## src/rtl/apb_per_bridge.sv

```systemverilog
// APB4 slave to peripheral-interconnect master bridge: one registered request per APB
// access, optional wait for the write response, error propagation and a stall timeout.
module apb_per_bridge #(
  parameter int unsigned APB_ADDR_WIDTH  = 32,
  parameter int unsigned PER_ADDR_WIDTH  = 32,
  parameter int unsigned DATA_WIDTH      = 32,
  parameter int unsigned WRITE_WAIT_RESP = 0,
  parameter int unsigned TIMEOUT_CYCLES  = 0,
  localparam int unsigned BE_WIDTH       = DATA_WIDTH / 8
) (
  input  logic                      clk_i,
  input  logic                      rst_ni,
  input  logic [APB_ADDR_WIDTH-1:0] PADDR,
  input  logic [DATA_WIDTH-1:0]     PWDATA,
  input  logic [BE_WIDTH-1:0]       PSTRB,
  input  logic                      PWRITE,
  input  logic                      PSEL,
  input  logic                      PENABLE,
  output logic [DATA_WIDTH-1:0]     PRDATA,
  output logic                      PREADY,
  output logic                      PSLVERR,
  output logic                      per_master_req_o,
  output logic [PER_ADDR_WIDTH-1:0] per_master_add_o,
  output logic                      per_master_we_o,
  output logic [DATA_WIDTH-1:0]     per_master_wdata_o,
  output logic [BE_WIDTH-1:0]       per_master_be_o,
  input  logic                      per_master_gnt_i,
  input  logic                      per_master_r_valid_i,
  input  logic                      per_master_r_opc_i,
  input  logic [DATA_WIDTH-1:0]     per_master_r_rdata_i
);

  localparam int unsigned CNT_W  = (TIMEOUT_CYCLES > 1) ? $clog2(TIMEOUT_CYCLES) : 1;
  localparam bit          POSTED = (WRITE_WAIT_RESP == 0);

  typedef enum logic [1:0] {IDLE, REQ, RESP, DONE} state_e;

  state_e           state_q;
  logic [CNT_W-1:0] cnt_q;
  logic             drop_q;
  logic             access_c;
  logic             expire_c;

  // The counter spans REQ and RESP together; expiry is flagged on its last allowed cycle.
  always_comb begin
    access_c = PSEL && PENABLE;
    expire_c = (TIMEOUT_CYCLES != 0) && (cnt_q == CNT_W'(TIMEOUT_CYCLES - 1));
  end

  always_ff @(posedge clk_i or negedge rst_ni) begin
    if (!rst_ni) begin
      state_q            <= IDLE;
      cnt_q              <= '0;
      drop_q             <= 1'b0;
      PRDATA             <= '0;
      PREADY             <= 1'b0;
      PSLVERR            <= 1'b0;
      per_master_req_o   <= 1'b0;
      per_master_add_o   <= '0;
      per_master_we_o    <= 1'b0;
      per_master_wdata_o <= '0;
      per_master_be_o    <= '0;
    end else begin
      PREADY  <= 1'b0;
      PSLVERR <= 1'b0;
      // A response owed to a timed-out transfer is swallowed wherever it shows up.
      if (per_master_r_valid_i && drop_q) drop_q <= 1'b0;
      case (state_q)
        IDLE: begin
          if (access_c) begin
            per_master_add_o   <= PER_ADDR_WIDTH'(PADDR);
            per_master_we_o    <= PWRITE;
            per_master_wdata_o <= PWDATA;
            per_master_be_o    <= PWRITE ? PSTRB : '1;
            per_master_req_o   <= 1'b1;
            cnt_q              <= '0;
            state_q            <= REQ;
          end
        end
        REQ: begin
          cnt_q <= cnt_q + CNT_W'(1);
          if (per_master_gnt_i) begin
            per_master_req_o <= 1'b0;
            if (per_master_we_o && POSTED) begin
              PREADY  <= 1'b1;
              state_q <= DONE;
            end else begin
              state_q <= RESP;
            end
          end else if (expire_c) begin
            per_master_req_o <= 1'b0;
            PREADY           <= 1'b1;
            PSLVERR          <= 1'b1;
            PRDATA           <= '0;
            state_q          <= DONE;
          end
        end
        RESP: begin
          cnt_q <= cnt_q + CNT_W'(1);
          if (per_master_r_valid_i && !drop_q) begin
            PRDATA  <= per_master_r_rdata_i;
            PSLVERR <= per_master_r_opc_i;
            PREADY  <= 1'b1;
            state_q <= DONE;
          end else if (expire_c) begin
            PRDATA  <= '0;
            PSLVERR <= 1'b1;
            PREADY  <= 1'b1;
            drop_q  <= 1'b1;
            state_q <= DONE;
          end
        end
        default: state_q <= IDLE;
      endcase
    end
  end

endmodule
```

## config.mk

```make
export PLATFORM = sky130hd
export DESIGN_NAME = apb_per_bridge
export DESIGN_NICKNAME = d
export VERILOG_FILES = /design/src/rtl/apb_per_bridge.sv
export SDC_FILE = /design/constraint.sdc
export NUM_CORES = 1
export LEC_CHECK = 0
export CAP_MARGIN = 20
export CORE_MARGIN = 3
export CORE_UTILIZATION = 40
export CTS_BUF_LIST = sky130_fd_sc_hd__clkbuf_8 sky130_fd_sc_hd__clkbuf_16
export DETAILED_ROUTE_END_ITERATION = 12
export GPL_TIMING_DRIVEN = 0
export HOLD_SLACK_MARGIN = 0.05
export PLACE_DENSITY = 0.88
export SYNTH_ARGS = -nofsm -noshare
export SYNTH_HDL_FRONTEND = slang
export SYNTH_SLANG_ARGS = --single-unit
```

## constraint.sdc

```tcl
create_clock -name clk_i -period 2.2 [get_ports clk_i]
set_clock_uncertainty 0.2 [all_clocks]
set_input_delay 0.33 -clock clk_i [delete_from_list [all_inputs] [get_ports clk_i]]
set_output_delay 0.33 -clock clk_i [all_outputs]
set_load 0.05 [all_outputs]
```

# After elaboration in Yosys (flattened, before gate mapping)
# Index checks and enable logic that the tools add are counted.
# classes
add_sub_neg	0
multipliers	0
div_mod_pow	0
order_cmp	0
eq_ne	5
n_shift	0
n_mux	15
bitwise_logic	0
n_reduce_logical	7
# op_table
op	n
1-bit two-way mux	8
2-bit two-way mux	3
2-bit inequality test, second input constant	3
2-bit one-hot mux with 3 select lines	1
3-bit AND reduction	2
4-bit two-way mux	1
1-bit one-hot mux with 2 select lines	2
2-bit AND reduction	2
2-bit by 1-bit equality test with 1-bit output, second input constant	1
2-bit equality test, second input constant	1
2-bit zero test	1
2-bit nonzero test	1
1-bit logical AND	1
# totals
register_bits	106
latchBits	0
ram_bits	0
romBits	0
input_bits	108
word_cells	36
memories	0

# Logic depth before layout (Yosys ltp)
# logic_depth
word_depth	3
ltp_mapped	6

# Worst setup path before layout
# Ideal clock, no wire load.
# synth_path
kind	flip-flop to flip-flop
start	register state_q[0]
end	register state_q[0]
t_arrival_ns	1.413
path_slack_ns	0.462
path_stages_with_launch	6
path_buffers	0
synth_period_minus_slack_ns	1.738
cell_sequence	dfrtp_1 -> inv_1 -> ha_1 -> a21boi_0 -> a221oi_2 -> mux2_2
# synth_via
elab_chain_len	3
elab_cells_between_ends	8
cone_classes	eq/ne: 5; mux: 1; reduce/logical: 2
# synth_lines
item	line_no	text
start: declaration	38	state_e state_q;
start signal: assignment	52	state_q <= IDLE;
start signal: assignment	77	state_q <= REQ;
start signal: assignment	86	state_q <= DONE;
2-bit equality test (tied with other cells)	n/a	
2-bit inequality test (no source line)	n/a	
3-bit AND reduction (no source line)	n/a	
# Several ways; a longest one is shown, not always the timed one.
# A chain may end at the register's enable or synchronous reset.

# Worst setup path after layout
# layout_path
start	register per_master_req_o
end	output per_master_req_o
# layout_rtl
item	line_no	text
start: declaration	22	output logic per_master_req_o,
start signal: assignment	58	per_master_req_o <= 1'b0;
start signal: assignment	75	per_master_req_o <= 1'b1;
start signal: assignment	83	per_master_req_o <= 1'b0;
# No word-level cell between the ends.

==> results.py <==
metrics = {
    "run_status": {
        "status": "complete, no violations",
    },
    "global_routing": {
        "first_global_vias": 3079,
        "groute.usage.overall": 0.175,
        "grt_antenna_before_repair": 0,
        "grt_overflow_total": 0,
        "global_route_wire_length_before_repair_um": 15500,
        "grt_start_max_net_pins": 58,
    },
    "die": {
        "die_x_um": 107,
        "count_of_boundary_i_o_pins": 212,
        "placementRows": 36,
        "die_h_um": 107,
        "design.die.area_um2": 11500,
        "initial_core_util": 0.416,
        "coreArea_um2": 9860,
    },
    "routing": {
        "wl_per_cell_um": 16.6,
        "drt_wl_total_um": 10100,
        "routed-via-count": 2883,
        "detailedRoute.firstPassIterationCount": 4,
        "drc": 0,
        "antenna_left": 0,
        "vias_per_cell": 4.73,
        "drt_iter0_markers": 90,
    },
    "placement": {
        "gpl.final_weighted_congestion": 0.724,
        "dp.final_hpwl_um": 7980,
        "dp.cells": 593,
        "placement.io_buffers": 211,
        "post_dp_cell_area_um2": 6410,
    },
    "setup_path": {
        "crit_path_cell_trace": "clkdlybuf4s50_1",
        "cpMaxStageDelayCell": "clkdlybuf4s50_1",
        "timing.critical_path.buf_inv": 1,
        "required_ns": 1.67,
        "cp-start-kind": "register",
        "criticalPathCategory": "register to output pin",
        "worst_setup_path_end_kind": "output pin",
        "cp_data_arrival_time_ns": 1.60,
        "crit_path_max_incr_delay_ns": 0.85,
        "crit_path_max_fanout": 3,
        "crit_family": "buffers and inverters",
    },
    "synth": {
        "synth_largest_area_cell": "dfrtp_1",
        "synth.ff_latch_count": 106,
        "synthesis.nets": 361,
        "synthesis.area_per_instance_um2": 16.6,
        "synthCells": 248,
        "yosysSeqAreaShare": 0.646,
        "synthesis.yosys.warnings": 0,
        "ys_top_cells_by_area": "dfrtp_1, mux2_2, ha_1",
        "syn_area_um2": 4110,
        "synthDistinctLibCells": 21,
        "share_of_yosys_cell_area_claimed_by_the_top_area_cell_type": 0.646,
    },
    "cells_and_area": {
        "drive_gt1_frac": 0.268,
        "antenna_cells_inserted": 0,
        "most_used_cells_in_the_layout_excluding_fill_and_tap_cells": "clkdlybuf4s50_1, dfrtp_1, mux2_2",
        "finish.net_count": 585,
        "final_design_area_no_fill_um2": 6650,
        "final_non_filler_cells": 610,
        "area.growth.synth_to_final_pct": 61.9,
        "fillers": 701,
        "mostFrequentLayoutCell": "clkdlybuf4s50_1",
    },
    "timing": {
        "timing_worst_slew_pin_value_ns": 0.637,
        "rsz0062_at_grt": "false",
        "hold_ws_ns": 0.292,
        "min_period_over_period": 0.969,
        "slew_violations": 0,
        "fin_crit_ns": 2.13,
        "slew_headroom": 0.575,
        "fmaxAchievable_ghz": 0.469,
        "timing.final.setup_violations": 0,
        "finalHoldViolations": 0,
        "setup-tns-final_ns": 0,
    },
    "clocking": {
        "cts_tree": "built",
        "cts_buffers": 9,
        "sink_count_of_the_clock_tree": 106,
        "worst_skew_pair.late_latency_ns": 0.37,
        "clk_transition_reported_paths_ns": 0.09,
        "clockBufferDepth": 2,
        "post-cts-setup-buffers": 0,
        "ctsHtreeMaxLevel": 3,
        "clockRootBuffer": "clkbuf_8",
    },
    "power": {
        "worst_ir_drop_vdd_uv": 824,
        "powerDensity_nw_per_um2": 1800,
        "static-leakage-power_nw": 2.84,
        "power.total_mw": 11.9,
    },
    "min_path": {
        "min_path_type": "register to register",
    },
    "run": {
        "max_cap_viol_count": 0,
    },
}
[cell families (layout without fill, tap and decap cells)]
| kind of cell | after synthesis | after routing | share of synthesized area |
|---|---|---|---|
| AO/OA/AOI/OAI | 11 | 11 | 0.0180 |
| adder cells (fa/ha/maj) | 5 | 5 | 0.0152 |
| buffers and inverters | 14 | 243 | 0.0268 |
| flip-flops | 106 | 106 | 0.646 |
| multiplexers | 99 | 99 | 0.275 |
| AND/OR/NAND/NOR | 13 | 13 | 0.0186 |
[layer usage]
metal | GRT usage | share of wire
met5 | 0 | 0
met1 | 0.192 | 0.36
met4 | 0.0822 | 0.026
met2 | 0.303 | 0.51
met3 | 0.0600 | 0.099
[path summary, 6_finish.rpt]
path	start	endpoint	slack [ns]	cells past startpoint
min reg2reg	per_master_be_o[0]	per_master_be_o[0]	0.29	2
min in group asynchronous	rst_ni	per_master_wdata_o[17]	0.34	2
max	per_master_req_o	per_master_req_o	0.07	1
min	per_master_be_o[0]	per_master_be_o[0]	0.29	2
max reg2reg	state_q[0]	state_q[0]	0.28	5
max in group asynchronous	rst_ni	per_master_wdata_o[29]	0.76	3
[Yosys cell counts]
cell	count
dfrtp_1	106
mux2_2	94
o21ai_0	6
ha_1	5
nand2_1	5
buf_6	4
inv_1	4
mux2_4	4
nor2b_1	4
buf_2	3
a21boi_0	2
clkbuf_8	2
a211oi_1	1
a221oi_2	1
a31oi_1	1
and3_1	1
buf_4	1
mux2_1	1
nand3_1	1
nand3_4	1
nor2_1	1
[layout make-up]
class                      instances  area [um^2]  share of cell area
inverter                           4         15.0             0.00226
tap                              133          166              0.0250
clock inverter                     3         45.0             0.00678
buffer                            10         95.1              0.0143
timing repair buffer             213         2150               0.323
clock buffer                      13          179              0.0269
sequential                       106         2650               0.399
multi-input combinational        128         1340               0.202
[per-stage QoR]
| stage | worst slack [ns] | utilization |
|---|---|---|
| 6_report | 0.0687 | 0.674 |
| 5_1_grt | 0.00438 | 0.674 |
| 3_5_place_dp | 0.170 | 0.650 |
| 4_1_cts | 0.0255 | 0.673 |
| 2_1_floorplan | 0.462 | - |
| 3_3_place_gp | -3.22 | 0.647 |
[sequential cells by signal (all words and copies together), names as in the netlist]
signal and count:
per_master_be_o 4, state_q 2, per_master_add_o 32, PRDATA 32, per_master_req_o 1, PREADY 1
PSLVERR 1, per_master_we_o 1, per_master_wdata_o 32
[report_power, final]
group | leakage, nW | internal (mW) | total (mW) | switching, mW
clock | 0.108 | 0.651 | 1.29 | 0.637
combinational | 1.46 | 2.72 | 7.24 | 4.51
sequential | 1.26 | 2.93 | 3.42 | 0.487
total | 2.84 | 6.30 | 11.9 | 5.64
[what timing repair did]
item	CTS	global route
setup endpoints to repair	0	1
resized for setup	0	1
endpoints found under the hold margin	49	0
hold buffers	1	0
No activity file was read; power rests on OpenSTA's default activity.
